## config.mk

```make
export PLATFORM = sky130hd
export DESIGN_NAME = mux_tx
export DESIGN_NICKNAME = d
export VERILOG_FILES = /design/src/rtl/mux_tx_pkg.sv /design/src/rtl/fifo_lane.sv /design/src/rtl/mux_tx.sv
export SDC_FILE = /design/constraint.sdc
export NUM_CORES = 1
export LEC_CHECK = 0
export ABC_AREA = 1
export BUFFER_PORTS_ARGS = -buffer_cell sky130_fd_sc_hd__buf_2
export CORE_ASPECT_RATIO = 1.5
export CORE_MARGIN = 4
export CORE_UTILIZATION = 55
export DETAILED_ROUTE_END_ITERATION = 10
export PLACE_DENSITY_LB_ADDON = 0.2
export SETUP_SLACK_MARGIN = 0.2
export SKIP_CTS_REPAIR_TIMING = 1
export SYNTH_ARGS = -nofsm -noshare
export SYNTH_HDL_FRONTEND = slang
export SYNTH_HIERARCHICAL = 1
export SYNTH_SLANG_ARGS = --single-unit
```

## constraint.sdc

```tcl
create_clock -name clk2f -period 2.7 [get_ports clk2f]
set_clock_uncertainty 0.15 [all_clocks]
set_input_delay 0.135 -clock clk2f [delete_from_list [all_inputs] [get_ports clk2f]]
set_output_delay 0.135 -clock clk2f [all_outputs]
set_load 0.02 [all_outputs]
```

## src/rtl/mux_tx_pkg.sv

```systemverilog
// Shared definitions for the transmit-side 2:1 burst interleaver:
// one-hot FSM encoding and default sizing.
package mux_tx_pkg;

    localparam int DEF_DEPTH     = 4;
    localparam int DEF_MAX_BURST = 8;

    typedef enum logic [6:0] {
        RESET  = 7'd1,
        W_0    = 7'd2,
        SEND_0 = 7'd4,
        GAP_0  = 7'd8,
        W_1    = 7'd16,
        SEND_1 = 7'd32,
        GAP_1  = 7'd64
    } state_t;

endpackage

```

## src/rtl/fifo_lane.sv

```systemverilog
// DEPTH x 8 synchronous FIFO for one lane; a full FIFO drops writes unless a
// pop happens on the same edge, and a drop latches the sticky overflow flag.
module fifo_lane
    import mux_tx_pkg::*;
#(
    parameter int DEPTH = DEF_DEPTH
) (
    input  logic                     clk,
    input  logic                     rst_n,
    input  logic                     i_push,
    input  logic [7:0]               i_data,
    input  logic                     i_pop,
    output logic [7:0]               o_data,
    output logic [$clog2(DEPTH):0]   o_count,
    output logic                     o_full,
    output logic                     o_ovf
);

    localparam int AW = $clog2(DEPTH);
    localparam int CW = AW + 1;

    logic [7:0]    r_mem [DEPTH];
    logic [AW-1:0] r_wr_ptr;
    logic [AW-1:0] r_rd_ptr;
    logic [CW-1:0] r_count;
    logic          r_ovf;
    logic          w_pop;
    logic          w_push;

    assign w_pop  = i_pop && (r_count != '0);
    assign w_push = i_push && ((r_count != CW'(DEPTH)) || w_pop);

    // NOTE: sequential state uses non-blocking assignments so every register
    // samples pre-edge values; blocking here would create order-dependent races.
    always_ff @(posedge clk) begin
        if (!rst_n) begin
            r_wr_ptr <= '0;
            r_rd_ptr <= '0;
            r_count  <= '0;
            r_ovf    <= 1'b0;
        end else begin
            if (w_push) r_wr_ptr <= r_wr_ptr + AW'(1);
            if (w_pop)  r_rd_ptr <= r_rd_ptr + AW'(1);
            case ({w_push, w_pop})
                2'b10:   r_count <= r_count + CW'(1);
                2'b01:   r_count <= r_count - CW'(1);
                default: r_count <= r_count;
            endcase
            if (i_push && !w_push) r_ovf <= 1'b1;
        end
    end

    // NOTE: storage has no reset; the pointers and count define which entries
    // are valid, so clearing the array would only add reset fan-out.
    always_ff @(posedge clk) begin
        if (w_push) r_mem[r_wr_ptr] <= i_data;
    end

    assign o_data  = r_mem[r_rd_ptr];
    assign o_count = r_count;
    assign o_full  = (r_count == CW'(DEPTH));
    assign o_ovf   = r_ovf;

endmodule

```

## src/rtl/mux_tx.sv

```systemverilog
// Interleaves two buffered lanes onto one valid-qualified stream as strictly
// alternating bursts (lane 0 first), with a valid-low gap after every burst.
module mux_tx
    import mux_tx_pkg::*;
#(
    parameter int DEPTH     = DEF_DEPTH,
    parameter int MAX_BURST = DEF_MAX_BURST
) (
    input  logic       clk2f,
    input  logic       reset,
    input  logic [7:0] data_in_0,
    input  logic       valid_in_0,
    input  logic [7:0] data_in_1,
    input  logic       valid_in_1,
    output logic [7:0] data_out_c,
    output logic       valid_out_c,
    output logic       full_0,
    output logic       full_1,
    output logic       ovf_0,
    output logic       ovf_1
);

    localparam int         CW    = $clog2(DEPTH) + 1;
    localparam logic [7:0] MAX_B = 8'(MAX_BURST);

    state_t        r_state;
    state_t        w_next_state;
    logic [7:0]    r_burst;
    logic [7:0]    w_burst_next;
    logic [7:0]    r_data;
    logic          r_valid;
    logic          w_pop_0;
    logic          w_pop_1;
    logic [7:0]    w_head_0;
    logic [7:0]    w_head_1;
    logic [CW-1:0] w_count_0;
    logic [CW-1:0] w_count_1;

    fifo_lane #(.DEPTH(DEPTH)) u_fifo_0 (
        .clk     (clk2f),
        .rst_n   (reset),
        .i_push  (valid_in_0),
        .i_data  (data_in_0),
        .i_pop   (w_pop_0),
        .o_data  (w_head_0),
        .o_count (w_count_0),
        .o_full  (full_0),
        .o_ovf   (ovf_0)
    );

    fifo_lane #(.DEPTH(DEPTH)) u_fifo_1 (
        .clk     (clk2f),
        .rst_n   (reset),
        .i_push  (valid_in_1),
        .i_data  (data_in_1),
        .i_pop   (w_pop_1),
        .o_data  (w_head_1),
        .o_count (w_count_1),
        .o_full  (full_1),
        .o_ovf   (ovf_1)
    );

    always_ff @(posedge clk2f) begin
        if (!reset) begin
            r_state <= RESET;
            r_burst <= '0;
            r_data  <= '0;
            r_valid <= 1'b0;
        end else begin
            r_state <= w_next_state;
            r_burst <= w_burst_next;
            r_data  <= w_pop_0 ? w_head_0 : (w_pop_1 ? w_head_1 : 8'h00);
            r_valid <= w_pop_0 || w_pop_1;
        end
    end

    // NOTE: every signal gets a default before the case so no path leaves one
    // unassigned, which would otherwise infer a latch.
    always_comb begin
        w_next_state = r_state;
        w_burst_next = r_burst;
        w_pop_0      = 1'b0;
        w_pop_1      = 1'b0;
        case (r_state)
            RESET: begin
                w_next_state = W_0;
                w_burst_next = '0;
            end
            W_0: begin
                if (w_count_0 != '0) begin
                    w_pop_0      = 1'b1;
                    w_next_state = SEND_0;
                    w_burst_next = 8'd1;
                end
            end
            SEND_0: begin
                if ((w_count_0 != '0) && (r_burst < MAX_B)) begin
                    w_pop_0      = 1'b1;
                    w_burst_next = r_burst + 8'd1;
                end else begin
                    w_next_state = GAP_0;
                    w_burst_next = '0;
                end
            end
            GAP_0: w_next_state = W_1;
            W_1: begin
                if (w_count_1 != '0) begin
                    w_pop_1      = 1'b1;
                    w_next_state = SEND_1;
                    w_burst_next = 8'd1;
                end
            end
            SEND_1: begin
                if ((w_count_1 != '0) && (r_burst < MAX_B)) begin
                    w_pop_1      = 1'b1;
                    w_burst_next = r_burst + 8'd1;
                end else begin
                    w_next_state = GAP_1;
                    w_burst_next = '0;
                end
            end
            GAP_1: w_next_state = W_0;
            default: begin
                w_next_state = RESET;
                w_burst_next = '0;
            end
        endcase
    end

    assign data_out_c  = r_data;
    assign valid_out_c = r_valid;

endmodule
```

=== Word level (Yosys, flattened, before mapping) ===
Memories as Yosys holds them, arrays and structs flattened. A register that Yosys moved wholly into a read port is not among the register bits.
Index checks and enable logic that the tools add are counted.

* Flip-flop bits (word level): 40
* RAM bits: 64
* Bits of input ports: 20
* Output and inout bits: 13
* Word-level logic and storage cells: 93
* Memories kept: 2

{| class="wikitable"
|+ Memory list
! memory !! words !! bits a word !! rd ports !! clocked after memory_dff !! write ports !! line !! source
|-
| u_fifo_0.r_mem || 4 || 8 || 1 || 1 || 1 || fifo_lane.sv:22 || <nowiki>logic [7:0] r_mem [DEPTH];</nowiki>
|-
| u_fifo_1.r_mem || 4 || 8 || 1 || 1 || 1 || fifo_lane.sv:22 ||
|}

* Add/sub/neg operators: 9
* Order comparisons: 1
* Equal/unequal tests: 19
* Multiplexer cells: 28
* Bitwise gates (word level): 1
* Reductions and logical operators: 21

{| class="wikitable"
|+ Operators by type and width
! operator !! count
|-
| 8-bit 2-to-1 mux || 6
|-
| 7-bit case mux with 6 select lines || 1
|-
| 8-bit case mux with 5 select lines || 1
|-
| 7-bit 2-to-1 mux || 4
|-
| 3-bit case mux with 2 select lines || 2
|-
| 2-bit by 1-bit adder with 2-bit output (second input constant) || 4
|-
| 8-bit by 1-bit adder with 8-bit output (second input constant) || 1
|-
| 1-bit logical AND || 8
|-
| 8-bit by 4-bit < comparator with 1-bit output (second input constant) || 1
|-
| 1-bit 2-to-1 mux || 8
|-
| 2-bit 2-to-1 mux || 4
|-
| 2-bit inequality test (second input constant) || 4
|-
| 7-bit by 1-bit == test with 1-bit output (second input constant) || 1
|-
| 7-bit by 2-bit == test with 1-bit output (second input constant) || 1
|-
| 7-bit by 3-bit == test with 1-bit output (second input constant) || 1
|-
| 7-bit by 4-bit == test with 1-bit output (second input constant) || 1
|-
| 7-bit by 5-bit == test with 1-bit output (second input constant) || 1
|-
| 7-bit by 6-bit == test with 1-bit output (second input constant) || 1
|-
| 7-bit == test (second input constant) || 1
|-
| 3-bit by 1-bit adder with 3-bit output (second input constant) || 2
|-
| 3-bit == test (second input constant) || 2
|-
| 3-bit inequality test (second input constant) || 2
|-
| 3-bit nonzero test || 2
|-
| 3-bit by 1-bit subtractor with 3-bit output (second input constant) || 2
|-
| 10 further kinds || 18
|}

=== Logic depth before layout (Yosys ltp) ===
* Depth in word-level cells: 9
* Depth in mapped cells: 19
* Depth with buffers taken out: 18

=== Modules after synthesis ===
Netlist, hierarchy kept.

{| class="wikitable"
|+ Modules (own cells, without submodules)
! module !! instances !! cells an instance !! area each (sq um) !! sequential area each (sq um)
|-
| fifo_lane || 2 || 153 || 1737.9 || 1161.1
|-
| mux_tx || 1 || 157 || 1249.9 || 480.5
|}

=== Worst setup path after synthesis ===
OpenSTA, ideal clock, no wires.

* Kind: register to register
* Start: register u_fifo_0.r_count[1], in the netlist u_fifo_0/o_count[1]
* End: register u_fifo_0.r_count[2], in the netlist u_fifo_0/o_count[2]
* Library setup time: 113 ps
* Arrival time: 2191 ps
* Required time: 2437 ps
* Setup slack: 246 ps
* Cell stages (with the launch flop): 17
* Path buffers: 1
* Period minus slack after synthesis: 2454 ps
* Path through: dfxtp_1 nor3_2 nand3b_1 nand2_4 buf_6 inv_1 nand3_2 nand2_1 ha_1 inv_1 fa_1 inv_1 nand2_1 nand3_1 nand2_1 nand2_1 nor2_1

* Cells in the longest elaborated chain, start to end: 9
* Elaborated cells on any way between the ends: 15
* Classes of those cells: add/sub (2); eq/ne (3); mux (4); reduce/logical (6)

{| class="wikitable"
|+ RTL lines
! what !! line !! source
|-
| start, declared || fifo_lane.sv:25 || <nowiki>logic [CW-1:0] r_count;</nowiki>
|-
| start signal, assigned || fifo_lane.sv:45 || <nowiki>2'b10: r_count <= r_count + CW'(1);</nowiki>
|-
| start signal, assigned || fifo_lane.sv:46 || <nowiki>2'b01: r_count <= r_count - CW'(1);</nowiki>
|-
| start signal, assigned || fifo_lane.sv:47 || <nowiki>default: r_count <= r_count;</nowiki>
|-
| 3-bit nonzero test (*) || mux_tx.sv:90, mux_tx.sv:97 ||
|-
| 1-bit logical AND || mux_tx.sv:97 || <nowiki>if ((w_count_0 != '0) && (r_burst < MAX_B)) begin</nowiki>
|-
| 1-bit 2-to-1 mux || mux_tx.sv:97 ||
|-
| 1-bit case mux with 2 select lines (*) || mux_tx.sv:84 || <nowiki>case (r_state)</nowiki>
|-
| named net w_pop_0 || mux_tx.sv:32 || <nowiki>logic w_pop_0;</nowiki>
|-
| 1-bit logical AND (*) || fifo_lane.sv:30 || <nowiki>assign w_pop = i_pop && (r_count != '0);</nowiki>
|-
| 1-bit logical OR || fifo_lane.sv:31 || <nowiki>assign w_push = i_push && ((r_count != CW'(DEPTH)) || w_pop);</nowiki>
|-
| 1-bit logical AND || fifo_lane.sv:31 ||
|-
| 2-bit by 1-bit == test with 1-bit output or 2-bit == test (tied branches) || fifo_lane.sv:44 || <nowiki>case ({w_push, w_pop})</nowiki>
|-
| 3-bit case mux with 2 select lines or 2-bit nonzero test (tied branches) || -- ||
|}

The timed path passes the listed nets; every way through them passes the cells marked *.
A chain may end at the register's enable or synchronous reset.

=== Worst setup path after layout ===
* Start: register r_state[1]
* End: register u_fifo_0.r_count[2], in the netlist u_fifo_0/o_count[2]

* Cells in the longest elaborated chain, start to end: 7
* Elaborated cells on any way between the ends: 10
* Classes of those cells: eq/ne (4); mux (2); reduce/logical (4)

{| class="wikitable"
|+ RTL lines
! what !! line !! source
|-
| start, declared || mux_tx.sv:26 || <nowiki>state_t r_state;</nowiki>
|-
| start signal, assigned || mux_tx.sv:70 || <nowiki>r_state <= w_next_state;</nowiki>
|-
| 7-bit by 3-bit == test with 1-bit output or 7-bit by 2-bit == test with 1-bit output (tied branches) || mux_tx.sv:84 ||
|-
| 1-bit case mux with 2 select lines (*) || mux_tx.sv:84 ||
|-
| 1-bit logical AND (*) || fifo_lane.sv:30 ||
|-
| named net u_fifo_0.w_pop || fifo_lane.sv:27 || <nowiki>logic w_pop;</nowiki>
|-
| 1-bit logical OR || fifo_lane.sv:31 ||
|-
| 1-bit logical AND || fifo_lane.sv:31 ||
|-
| 2-bit by 1-bit == test with 1-bit output or 2-bit == test (tied branches) || fifo_lane.sv:44 ||
|-
| 3-bit case mux with 2 select lines or 2-bit nonzero test (tied branches) || -- ||
|}

Marks and branches as above.

==> flow_summary.toml <==
[clocking]
cts_root_buf = "clkbuf_16"
clock_latency_ns = 0.35
cts_tree = "done"
cts.reportedPaths.clkPinSlew_ns = 0.07
numCtsBuffers = 9
htreeDepth = 3
cts_sinks = 108
cts_buffer_depth = 2

[global_routing]
grt_pass1_vias = 3183
track_usage_pct = 18.4
grt.overflow.total = 0
grt_pass1_wl_mm = 14.8
antenna_found_initial = 0
grt_max_degree = 19

[place]
gp_congestion = 0.802
dp_slack_ns = 0.170
place_area_sq_um = 5060
hpwl_mm = 6.39
io_buffer_count = 32

[route]
antenna_left = 0
routed_wl_mm = 9.46
drc = 0
wire_per_inst_microns = 14.5
detailroute.via_count = 3397
first_pass_iters = 4
drtIter0Drc = 211
viasPerCell = 5.19

[worst_setup_path]
cp-end-kind = "flip-flop"
cp_num_buf_inv = 3
path_cells = "nor2_4, nand2_2, nor2_4, nand2_4, nand2_4, buf_12, nand2_1, inv_2, ha_4, inv_2, fa_2, nand2_2, nand3_2, nor2_1, nor2_1"
cp_slowest_cell = "fa_2"
cp.arrival_ns = 2.52
path_class = "reg2reg"
startpoint_type = "flip-flop"
cp_max_fo = 5
max_stage_delay_ns = 0.37
cpLargestDelayFamily = "simple AND/OR/NAND/NOR gates"
worst_ep_required_time_ns = 2.78
r2r_slack_ns = 0.26

[logic_synthesis]
netlist_top_cells_count = "nor2_1 (68), edfxtp_1 (64), nand2_1 (57), inv_1 (48), dfxtp_1 (44)"
synth_cell_types = 32
synth_warnings = 6
yosysSeqAreaShare_pct = 59.3
async_flop_share_pct = 0
syn_area_per_cell_sq_um = 10.2
synth_area_sq_um = 4730
synth.most_common_cell = "nor2_1"
syn-num-nets = 496
synth_area_leaders = "edfxtp_1 (41%), dfxtp_1 (19%), nor2_1 (5.4%), nand2_1 (4.5%), inv_1 (3.8%)"
synth_top_flop_cell = "edfxtp_1"
synth_top_cell_area_share_pct = 40.7
ys_seq_elements = 108
synthCells = 463
synth_edf_count = 64
synth_largest_area_cell = "edfxtp_1"

[timing]
finalSetupTns_ns = 0
worst-slew-pin-transition_ns = 0.527
period_minus_slack_ns = 2.44
fmax_mhz = 410
rsz0062_at_grt = "no"
slew_viol_final = 0
setup_viol_count_final = 0
final_min_period_over_clock_period_pct = 90.2
slew_headroom_pct = 64.8
hold_violations = 2
worst_slack_ns = 0.263
hold-worst-slack_ns = -0.00747

[floorplan]
dieArea_sq_um = 10200
die_w_microns = 83.7
row_count = 41
die_height_microns = 122
ios = 33
core_area_sq_um = 8410
initial_core_util_pct = 56.2

[final_layout]
final_area_sq_um = 5720
area_growth_syn_to_layout_pct = 21.0
n_antenna_cell = 0
fillers = 641
final_layout_size_suffix_gt1_share_pct = 27.4
nets = 575

[flow_run]
drv_cap = 0

[run_status]
violations = "hold timing"
status = "complete, but fails checks"

[power]
ir_worst_vdd_uv = 531
fin_total_pwr_uw = 3510
p_per_area_nw_per_um2 = 613
leakagePower_uw = 0.00231

[min_path]
hold_path.class = "in2reg"
-- tightest hold or removal path: stages --
cell and delay, ns:
buf_2 0.14, a21oi_1 0.08, nor2_1 0.09
-- metal layers --
layer	vias up	wire (microns)	track usage, %
met5	-	0	0
met4	0	173	8.25
met3	11	289	3.45
met2	55	5260	33.3
met1	1619	3740	21.1
li1	1712	-	-
-- cell families after synthesis --
kind of cell / after synthesis / synth area share [%]
AO/OA/AOI/OAI: 83 / 10.3
XOR/XNOR: 1 / 0.185
flip-flops: 108 / 59.3
AND/OR/NAND/NOR: 193 / 20.4
buffers and inverters: 65 / 6.06
adder cells (fa/ha/maj): 13 / 3.76
-- final cells by class --
type,count,area (sq um),area share (%)
Clock buffer,12,236,4.14
Clock inverter,4,31.3,0.547
Inverter,59,231,4.05
Multi-Input combinational cell,290,1730,30.3
Sequential cell,108,2820,49.3
Tap cell,107,134,2.34
Timing Repair Buffer,74,534,9.34
-- report_power, final --
group | internal, uW | leakage (uW) | switching [uW] | total [uW]
Sequential | 1830 | 0.000948 | 50.6 | 1880
Combinational | 173 | 0.00123 | 255 | 428
Clock | 635 | 0.000132 | 567 | 1200
-- layout by cell type, fill, tap and decap left out, drive strengths merged, types with 4 or more instances in the layout --
master	synthesis	layout
nor2	85	85
nand2	72	72
nand4	4	4
nand3	26	26
edfxtp	64	64
dlygate4sd3	0	17
o22ai	16	16
clkbuf	1	12
nor3	4	4
a21oi	25	25
o21ai	41	41
ha	11	11
buf	5	57
dfxtp	44	44
inv	59	62
-- per-stage QoR --
| step | util [%] | std cells | hold WS (ns) |
|---|---|---|---|
| after floorplan | - | 463 | 0.0650 |
| after detailed placement | 60.2 | 610 | 0.202 |
| after CTS | 63.4 | 626 | -0.160 |
| after global placement | 60.2 | 610 | 0.194 |
| final | 68.0 | 654 | -0.00747 |
| after global routing | 68.0 | 654 | 0.00709 |
-- sequential cells by signal, summed over array words and instances, names as in the netlist, named ones only --
signal	cells
data_out_c	8
r_burst	8
r_state	7
u_fifo_0/o_count	3
u_fifo_0/o_ovf	1
u_fifo_0/r_mem	32
u_fifo_0/r_rd_ptr	2
u_fifo_0/r_wr_ptr	2
u_fifo_1/o_count	3
u_fifo_1/o_ovf	1
u_fifo_1/r_mem	32
u_fifo_1/r_rd_ptr	2
u_fifo_1/r_wr_ptr	2
valid_out_c	1
-- worst paths after layout --
check / startpoint / to / depth (start not counted)
worst max register to register: r_state[1]$_SDFFE_PN0P_ / u_fifo_0/o_count[2]$_SDFFE_PN0P_ / 15
worst min register to register: u_fifo_0/o_ovf$_SDFFE_PN0P_ / u_fifo_0/o_ovf$_SDFFE_PN0P_ / 2
worst max-delay path: r_state[1]$_SDFFE_PN0P_ / u_fifo_0/o_count[2]$_SDFFE_PN0P_ / 15
worst min-delay path: valid_in_0 / u_fifo_0/r_wr_ptr[1]$_SDFFE_PN0P_ / 3
(Power assumes the default switching activity.)
